==> src/rtl/mouse_pkg.sv <==
// -----------------------------------------------------------------------------
// mouse_pkg
// Shared types and constants for the mouse_tracker block:
//   - state_t      : position-update FSM states
//   - BTN_*        : bit positions inside the {middle, right, left} button vector
//   - COL_B*/ROW_B*: TicTacToe 3x3 grid boundaries on a 640x480 screen
//   - DELTA_W/MAX  : width and saturation limit of the coalesced delta sums
//   - sat_add      : saturating add used when packets are coalesced
//   - col_of/row_of: grid cell lookup helpers
// -----------------------------------------------------------------------------
package mouse_pkg;

  typedef enum logic [1:0] {
    S_IDLE,
    S_CALC,
    S_CLAMP,
    S_COMMIT
  } state_t;

  localparam int BTN_L = 0;
  localparam int BTN_R = 1;
  localparam int BTN_M = 2;

  localparam int COL_B1 = 213;
  localparam int COL_B2 = 426;
  localparam int ROW_B1 = 160;
  localparam int ROW_B2 = 320;

  // Deltas are carried as 11-bit signed values so two 9-bit packets can be
  // summed without wrapping; the sum saturates at +/-1023.
  localparam int DELTA_W   = 11;
  localparam int DELTA_MAX = 1023;

  function automatic logic signed [DELTA_W-1:0] sat_add(
    input logic signed [DELTA_W-1:0] a,
    input logic signed [DELTA_W-1:0] b
  );
    logic signed [DELTA_W:0] s;
    s = {a[DELTA_W-1], a} + {b[DELTA_W-1], b};
    if (s > (DELTA_W+1)'(DELTA_MAX))
      return DELTA_W'(DELTA_MAX);
    else if (s < -(DELTA_W+1)'(DELTA_MAX))
      return -DELTA_W'(DELTA_MAX);
    else
      return s[DELTA_W-1:0];
  endfunction

  function automatic logic [1:0] col_of(input int unsigned x);
    if (x < COL_B1)      return 2'd0;
    else if (x < COL_B2) return 2'd1;
    else                 return 2'd2;
  endfunction

  function automatic logic [1:0] row_of(input int unsigned y);
    if (y < ROW_B1)      return 2'd0;
    else if (y < ROW_B2) return 2'd1;
    else                 return 2'd2;
  endfunction

endpackage

==> src/rtl/axis_clamp.sv <==
// -----------------------------------------------------------------------------
// axis_clamp
// Combinational clamp of a signed candidate coordinate into [0, MAX].
// Ports:
//   sum     in  W+5  signed candidate position (old position plus scaled delta)
//   clamped out W    position limited to 0..MAX
// -----------------------------------------------------------------------------
module axis_clamp #(
  parameter int W   = 10,
  parameter int MAX = 639
) (
  input  logic signed [W+4:0] sum,
  output logic        [W-1:0] clamped
);

  localparam logic signed [W+4:0] MAX_S = (W+5)'(MAX);
  localparam logic        [W-1:0] MAX_U = W'(MAX);

  // NOTE: every output of a combinational block gets a default first, so no
  // path through the block leaves it unassigned and infers a latch.
  always_comb begin
    clamped = sum[W-1:0];
    if (sum < 0)
      clamped = '0;
    else if (sum > MAX_S)
      clamped = MAX_U;
  end

endmodule

==> src/rtl/mouse_tracker.sv <==
// -----------------------------------------------------------------------------
// mouse_tracker
// Accumulates decoded PS/2 mouse packets into a clamped, optionally scaled
// screen position and derives button press/release pulses. Packets arriving
// while an update is in progress are coalesced into a one-deep buffer.
//
// Optional feature macro: GRID_EN (3x3 TicTacToe cell lookup and cell_click).
//
// Ports:
//   clk          in   1    system clock
//   reset        in   1    synchronous, active-high reset
//   m_done_tick  in   1    packet strobe; xm/ym/btnm valid this cycle
//   xm, ym       in   9    two's-complement deltas (ym positive = up)
//   btnm         in   3    buttons {middle, right, left}
//   pos_x/pos_y  out  X_W/Y_W  current position
//   pos_valid    out  1    one-cycle pulse when position/buttons update
//   btn_state    out  3    registered button levels
//   btn_press    out  3    rising-edge pulses, aligned with pos_valid
//   btn_release  out  3    falling-edge pulses, aligned with pos_valid
//   cell_col/row out  2    grid cell of the position (0 without GRID_EN)
//   cell_click   out  1    left press, aligned with pos_valid (0 without GRID_EN)
// -----------------------------------------------------------------------------
module mouse_tracker
  import mouse_pkg::*;
#(
  parameter int X_W      = 10,
  parameter int Y_W      = 9,
  parameter int X_MAX    = 639,
  parameter int Y_MAX    = 479,
  parameter int X_INIT   = 320,
  parameter int Y_INIT   = 240,
  parameter int SHIFT    = 0,
  parameter bit Y_INVERT = 1'b1
) (
  input  logic           clk,
  input  logic           reset,
  input  logic           m_done_tick,
  input  logic [8:0]     xm,
  input  logic [8:0]     ym,
  input  logic [2:0]     btnm,
  output logic [X_W-1:0] pos_x,
  output logic [Y_W-1:0] pos_y,
  output logic           pos_valid,
  output logic [2:0]     btn_state,
  output logic [2:0]     btn_press,
  output logic [2:0]     btn_release,
  output logic [1:0]     cell_col,
  output logic [1:0]     cell_row,
  output logic           cell_click
);

  state_t state, state_next;

  logic signed [DELTA_W-1:0] tick_dx, tick_dy;
  logic signed [DELTA_W-1:0] work_dx, work_dy;
  logic        [2:0]         work_btn;
  logic                      pend_full;
  logic signed [DELTA_W-1:0] pend_dx, pend_dy;
  logic        [2:0]         pend_btn;

  logic signed [X_W+4:0] dx_ext, sum_x;
  logic signed [Y_W+4:0] dy_ext, sum_y;
  logic signed [X_W+4:0] px_ext;
  logic signed [Y_W+4:0] py_ext;
  logic        [X_W-1:0] clamp_x;
  logic        [Y_W-1:0] clamp_y;

  assign tick_dx = {{(DELTA_W-9){xm[8]}}, xm};
  assign tick_dy = {{(DELTA_W-9){ym[8]}}, ym};

  // Size casts of signed operands sign-extend.
  assign dx_ext = (X_W+5)'(work_dx) <<< SHIFT;
  assign dy_ext = (Y_W+5)'(work_dy) <<< SHIFT;
  assign px_ext = $signed({5'b0, pos_x});
  assign py_ext = $signed({5'b0, pos_y});

  // ---------------------------------------------------------------------------
  // FSM
  // ---------------------------------------------------------------------------
  always_ff @(posedge clk) begin
    // NOTE: clocked state is written with non-blocking assignments so every
    // register samples pre-edge values regardless of statement order.
    if (reset) state <= S_IDLE;
    else       state <= state_next;
  end

  always_comb begin
    state_next = state;
    unique case (state)
      S_IDLE:   if (m_done_tick) state_next = S_CALC;
      S_CALC:   state_next = S_CLAMP;
      S_CLAMP:  state_next = S_COMMIT;
      // A tick landing in COMMIT with an empty buffer is taken straight into
      // the work registers; parking it in the buffer would strand it in IDLE.
      S_COMMIT: state_next = (pend_full || m_done_tick) ? S_CALC : S_IDLE;
      default:  state_next = S_IDLE;
    endcase
  end

  // ---------------------------------------------------------------------------
  // Work registers and coalescing buffer
  // ---------------------------------------------------------------------------
  always_ff @(posedge clk) begin
    if (reset) begin
      work_dx   <= '0;
      work_dy   <= '0;
      work_btn  <= '0;
      pend_full <= 1'b0;
      pend_dx   <= '0;
      pend_dy   <= '0;
      pend_btn  <= '0;
    end else begin
      unique case (state)
        S_IDLE: begin
          if (m_done_tick) begin
            work_dx  <= tick_dx;
            work_dy  <= tick_dy;
            work_btn <= btnm;
          end
        end
        S_COMMIT: begin
          if (pend_full) begin
            work_dx  <= pend_dx;
            work_dy  <= pend_dy;
            work_btn <= pend_btn;
            if (m_done_tick) begin
              pend_dx  <= tick_dx;
              pend_dy  <= tick_dy;
              pend_btn <= btnm;
            end else begin
              pend_full <= 1'b0;
            end
          end else if (m_done_tick) begin
            work_dx  <= tick_dx;
            work_dy  <= tick_dy;
            work_btn <= btnm;
          end
        end
        default: begin
          if (m_done_tick) begin
            pend_full <= 1'b1;
            pend_btn  <= btnm;
            if (pend_full) begin
              pend_dx <= sat_add(pend_dx, tick_dx);
              pend_dy <= sat_add(pend_dy, tick_dy);
            end else begin
              pend_dx <= tick_dx;
              pend_dy <= tick_dy;
            end
          end
        end
      endcase
    end
  end

  // ---------------------------------------------------------------------------
  // Datapath: sums in CALC, clamp in CLAMP; the edge leaving CLAMP loads the
  // outputs so they are visible with pos_valid during COMMIT.
  // ---------------------------------------------------------------------------
  axis_clamp #(.W(X_W), .MAX(X_MAX)) u_clamp_x (.sum(sum_x), .clamped(clamp_x));
  axis_clamp #(.W(Y_W), .MAX(Y_MAX)) u_clamp_y (.sum(sum_y), .clamped(clamp_y));

  always_ff @(posedge clk) begin
    if (reset) begin
      sum_x       <= '0;
      sum_y       <= '0;
      pos_x       <= X_W'(X_INIT);
      pos_y       <= Y_W'(Y_INIT);
      pos_valid   <= 1'b0;
      btn_state   <= '0;
      btn_press   <= '0;
      btn_release <= '0;
    end else begin
      pos_valid   <= 1'b0;
      btn_press   <= '0;
      btn_release <= '0;
      if (state == S_CALC) begin
        sum_x <= px_ext + dx_ext;
        sum_y <= Y_INVERT ? (py_ext - dy_ext) : (py_ext + dy_ext);
      end
      if (state == S_CLAMP) begin
        pos_x       <= clamp_x;
        pos_y       <= clamp_y;
        btn_state   <= work_btn;
        btn_press   <= work_btn & ~btn_state;
        btn_release <= ~work_btn & btn_state;
        pos_valid   <= 1'b1;
      end
    end
  end

`ifdef GRID_EN
  always_ff @(posedge clk) begin
    if (reset) begin
      cell_col   <= col_of(X_INIT);
      cell_row   <= row_of(Y_INIT);
      cell_click <= 1'b0;
    end else begin
      cell_click <= 1'b0;
      if (state == S_CLAMP) begin
        cell_col   <= col_of(int'(clamp_x));
        cell_row   <= row_of(int'(clamp_y));
        cell_click <= work_btn[BTN_L] & ~btn_state[BTN_L];
      end
    end
  end
`else
  assign cell_col   = 2'd0;
  assign cell_row   = 2'd0;
  assign cell_click = 1'b0;
`endif

endmodule

==> config.mk <==
export PLATFORM = sky130hd
export DESIGN_NAME = mouse_tracker
export DESIGN_NICKNAME = d
export VERILOG_FILES = /design/src/rtl/mouse_pkg.sv /design/src/rtl/axis_clamp.sv /design/src/rtl/mouse_tracker.sv
export SDC_FILE = /design/constraint.sdc
export NUM_CORES = 1
export LEC_CHECK = 0
export CELL_PAD_IN_SITES_DETAIL_PLACEMENT = 1
export CELL_PAD_IN_SITES_GLOBAL_PLACEMENT = 2
export CORE_MARGIN = 1.5
export CORE_UTILIZATION = 31
export CTS_CLUSTER_SIZE = 14
export DETAILED_ROUTE_END_ITERATION = 6
export HOLD_SLACK_MARGIN = 0.03
export PLACE_DENSITY_LB_ADDON = 0.1
export SLEW_MARGIN = 10
export SYNTH_ARGS = -nofsm -noshare
export SYNTH_HDL_FRONTEND = slang
export SYNTH_SLANG_ARGS = --single-unit
==> constraint.sdc <==
create_clock -name clk -period 3.2 [get_ports clk]
set_clock_uncertainty 0.15 [all_clocks]
set_input_delay 0.96 -clock clk [delete_from_list [all_inputs] [get_ports clk]]
set_output_delay 0.96 -clock clk [all_outputs]
set_load 0.005 [all_outputs]
==> summary.txt <==
STA
  • Slew Limit Fails: 0
  • Final worst slack: 63.75 ps
  • Fmax: 0.3189 GHz
  • Hold WS: 315.9 ps
  • Setup violators final: 0
  • RSZ-0062 raised after global routing: yes
  • Setup TNS: 0 ps
  • Min cycle time layout: 3136 ps
  • Period utilization: 98.01%
  • Worst-margin pin slew: 753.6 ps
  • Normalized max-slew margin: 49.43%
  • Final Hold Viols: 0

Layout
  • Ant diodes: 0
  • Nets: 1005
  • Register Area: 2122 µm²
  • Area delta synth->final: 31.59%
  • Combined area of the multi-input logic cells: 4240 µm²
  • Final Util: 41.77%
  • Layout Cells excl Fill: 1206
  • FILL cells: 2440
  • Layout cells sized above 1: 19.87%
  • Finished Cell Area: 8479 µm²

Route
  • Routed WL per cell: 16.18 µm
  • 1st-pass router iterations: 4
  • Antenna Nets Post-Route: 0
  • DR vias/cell: 5.103
  • Final WL: 19510 µm
  • Total number of vias: 6154
  • DRC Markers: 0
  • Iter 0 DRT Violations: 206

GRT
  • First-pass GRT wire length: 32820 µm
  • GRT Total Usage: 18.60%
  • Initial antenna violation count: 0
  • Vias in the first global route: 6371
  • Met2 GRT Util: 31.13%
  • Total congestion overflow: 0
  • Met3 GRT Util: 2.298%
  • Largest net degree at the start of global routing: 47
  • Grt met1 use: 25.18%
  • Most used routing layer: met2

Die
  • Height of the die: 147.2 µm
  • Die Width: 147.2 µm
  • Io pins: 58
  • Die ar.: 21660 µm²
  • Starting density of the core: 31.74%
  • Core area: 20300 µm²
  • Row count: 52

Setup path
  • Crit-path slowest cell: a2111oi_4
  • Crit end category: flip-flop
  • Worst path most repeated cell: nor2_2
  • Max Fanout on Critical Path: 7
  • Critical path class: input port to flip-flop
  • Crit path largest cell delay: 400 ps
  • Cell Chain, Critical Path: buf_6, ha_4, fa_2, a21o_1, a2111oi_4, nor2_2, o311ai_4, nor2_2, a2111oi_1, a211oi_1
  • CP Data Required Time: 3280 ps
  • Crit path DAT: 3210 ps
  • Startpoint Class: input port

Logic synthesis
  • Register area share after synthesis: 32.93%
  • Dominant synthesized flop cell: dfxtp_1
  • Asr flop ratio synth: 0%
  • Cells after Synth: 814
  • EDFF count, synth: 0
  • Register bit total from synthesis: 106
  • Post-Syn Area per Cell: 7.916 µm²
  • Cell area after synthesis: 6444 µm²
  • Yosys warns: 0
  • Synth cell types: 66

Power and ir drop
  • Maximum vdd drop: 384.6 µV
  • Power per cell area: 883.3 nW/µm²
  • Leakage power: 3.434 nW
  • Overall Power: 7.490 mW

Placement
  • Half-perimeter wire length after placement: 14940 µm
  • Placed Cells: 1181
  • Placer Congestion: 0.8183
  • Port buffer count: 52
  • DP Area: 7801 µm²
  • Setup Slack @ Placement: -768.8 ps

Clock tree
  • Clock tree buffer depth: 2
  • Clock latency on the worst-skew pair: 350 ps
  • TritonCTS buffer count: 9
  • CTS tree: done
  • Root buffer cell: clkbuf_16
  • Clock Pin Slew Worst Setup and Hold Paths: 70 ps
  • CTS Sinks: 106
  • H-tree lvl count: 3

Flow run
  • MaxCap Viol Count: 0

Run status
  • Status: finished clean

Worst hold path
  • Worst min-delay path class: flip-flop to flip-flop
-- worst paths after layout --
kind | startpoint | endpoint | slack, ps | cells after the start
hold / removal | pend_btn[1] | pend_btn[1] | 320 | 2
setup / recovery | ym[0] | pend_dy[0] | 60 | 10
setup reg to reg | pos_y[0] | sum_y[10] | 340 | 11
hold reg to reg | pend_btn[1] | pend_btn[1] | 320 | 2
-- layout by cell type, fill, tap and decap left out, types with 6 or more instances in the layout --
cell / Yosys / final
nand3_1: 8 / 7
ha_4: 0 / 9
xor2_1: 11 / 11
dfxtp_1: 106 / 106
o22ai_1: 19 / 19
a21o_1: 6 / 6
buf_4: 7 / 97
o21ai_1: 6 / 8
dlygate4sd2_1: 0 / 10
o21a_1: 8 / 8
clkbuf_16: 0 / 9
xnor2_1: 16 / 15
nor2_1: 145 / 142
a211oi_1: 20 / 18
maj3_2: 5 / 6
nor2b_1: 10 / 10
nand2_1: 44 / 43
o221a_2: 7 / 7
clkdlybuf4s50_1: 0 / 36
mux2i_1: 14 / 14
ha_1: 45 / 32
a31oi_1: 21 / 21
nor3b_1: 8 / 7
o21ai_0: 31 / 27
inv_1: 49 / 49
a21oi_1: 70 / 67
o211ai_1: 6 / 6
nor3_1: 27 / 27
-- synth_stat cells (all sizes together) (3+ instances only) --
cell       n  area [µm²]
nor4       3       18.77
a311oi     6       58.80
o31ai      6       45.04
a211oi    20       150.1
nand2     44       165.2
nand4      4       25.02
nand2b     5       31.28
a2111oi    5       65.07
maj3       6       66.31
o221a      7       78.83
mux2i     14       140.1
a31oi     23       156.4
nand3      8       40.04
o21ai     37       185.2
mux2       3       33.78
nor3b      8       60.06
xor2      11       96.34
o21a       8       60.06
dfxtp    106        2122
nor2     145       544.3
a21o       6       45.04
a21oi     70       350.3
and3       5       36.28
buf       18       103.9
o22ai     19       118.9
o211ai     7       57.55
o21bai     5       37.54
xnor2     16       140.1
inv       49       183.9
nor3      27       135.1
nor2b     10       62.56
nand3b     3       22.52
or3        6       37.54
or2        3       18.77
ha        45       563.0
fa         4       80.08
clkbuf    31       116.4
-- kinds of logic (layout without fill, tap and decap cells) --
family                     count (synthesis)  count (layout)  share of synthesized area [%]
muxes                                     17              17                          2.699
adders and majority gates                 55              55                          11.01
DFF                                      106             106                          32.93
xor gates and xnor gates                  27              27                          3.670
and+or+nand+nor                          277             278                          19.32
AOI/OAI and AO/OA                        232             232                          23.98
other                                      1               5                        0.05820
buffers and inverters                     99             216                          6.330
-- sequential cells by signal (all words and copies together) (netlist names) --
register,count
sum_x,12
sum_y,12
pend_dx,11
pend_dy,11
work_dx,11
work_dy,11
pos_x,10
pos_y,9
btn_press,3
btn_release,3
btn_state,3
pend_btn,3
work_btn,3
state,2
pend_full,1
pos_valid,1
-- layout make-up --
| type | count | area share, % |
|---|---|---|
| multi-input combinational | 614 | 50.01 |
| sequential | 106 | 25.03 |
| timing repair buffer | 151 | 14.99 |
| tap | 270 | 3.984 |
| clock buffer | 13 | 3.069 |
| inverter | 50 | 2.213 |
| clock inverter | 2 | 0.7083 |
-- repair_timing --
action | 4_1_cts | 5_1_grt
pin swaps | 19 | 19
hold buffers | 0 | 0
setup buffers | 4 | 6
resized for setup | 51 | 25
endpoints found under the setup margin | 21 | 21
cloned | 0 | 1
hold endpoints to repair | 0 | 0
-- where the power goes --
group | internal [mW] | switching [mW] | total (mW)
Combinational | 1.99 | 2.21 | 4.20
Sequential | 1.69 | 0.381 | 2.07
Clock | 0.726 | 0.493 | 1.22
Total | 4.41 | 3.08 | 7.49
-- metal layers --
layer,wire length (µm),part of all wire (%)
met2,9247,47
met4,248,1.3
met1,9580,49
met3,432,2.2
met5,0,0
-- critical path: cells and delay by family --
kind	cells	cell delay, ps
simple gates	2	230
compound gates	5	1410
fa+ha+maj	2	520
buf+inv	1	100
Note: power is estimated with default switching activity, not from simulation.
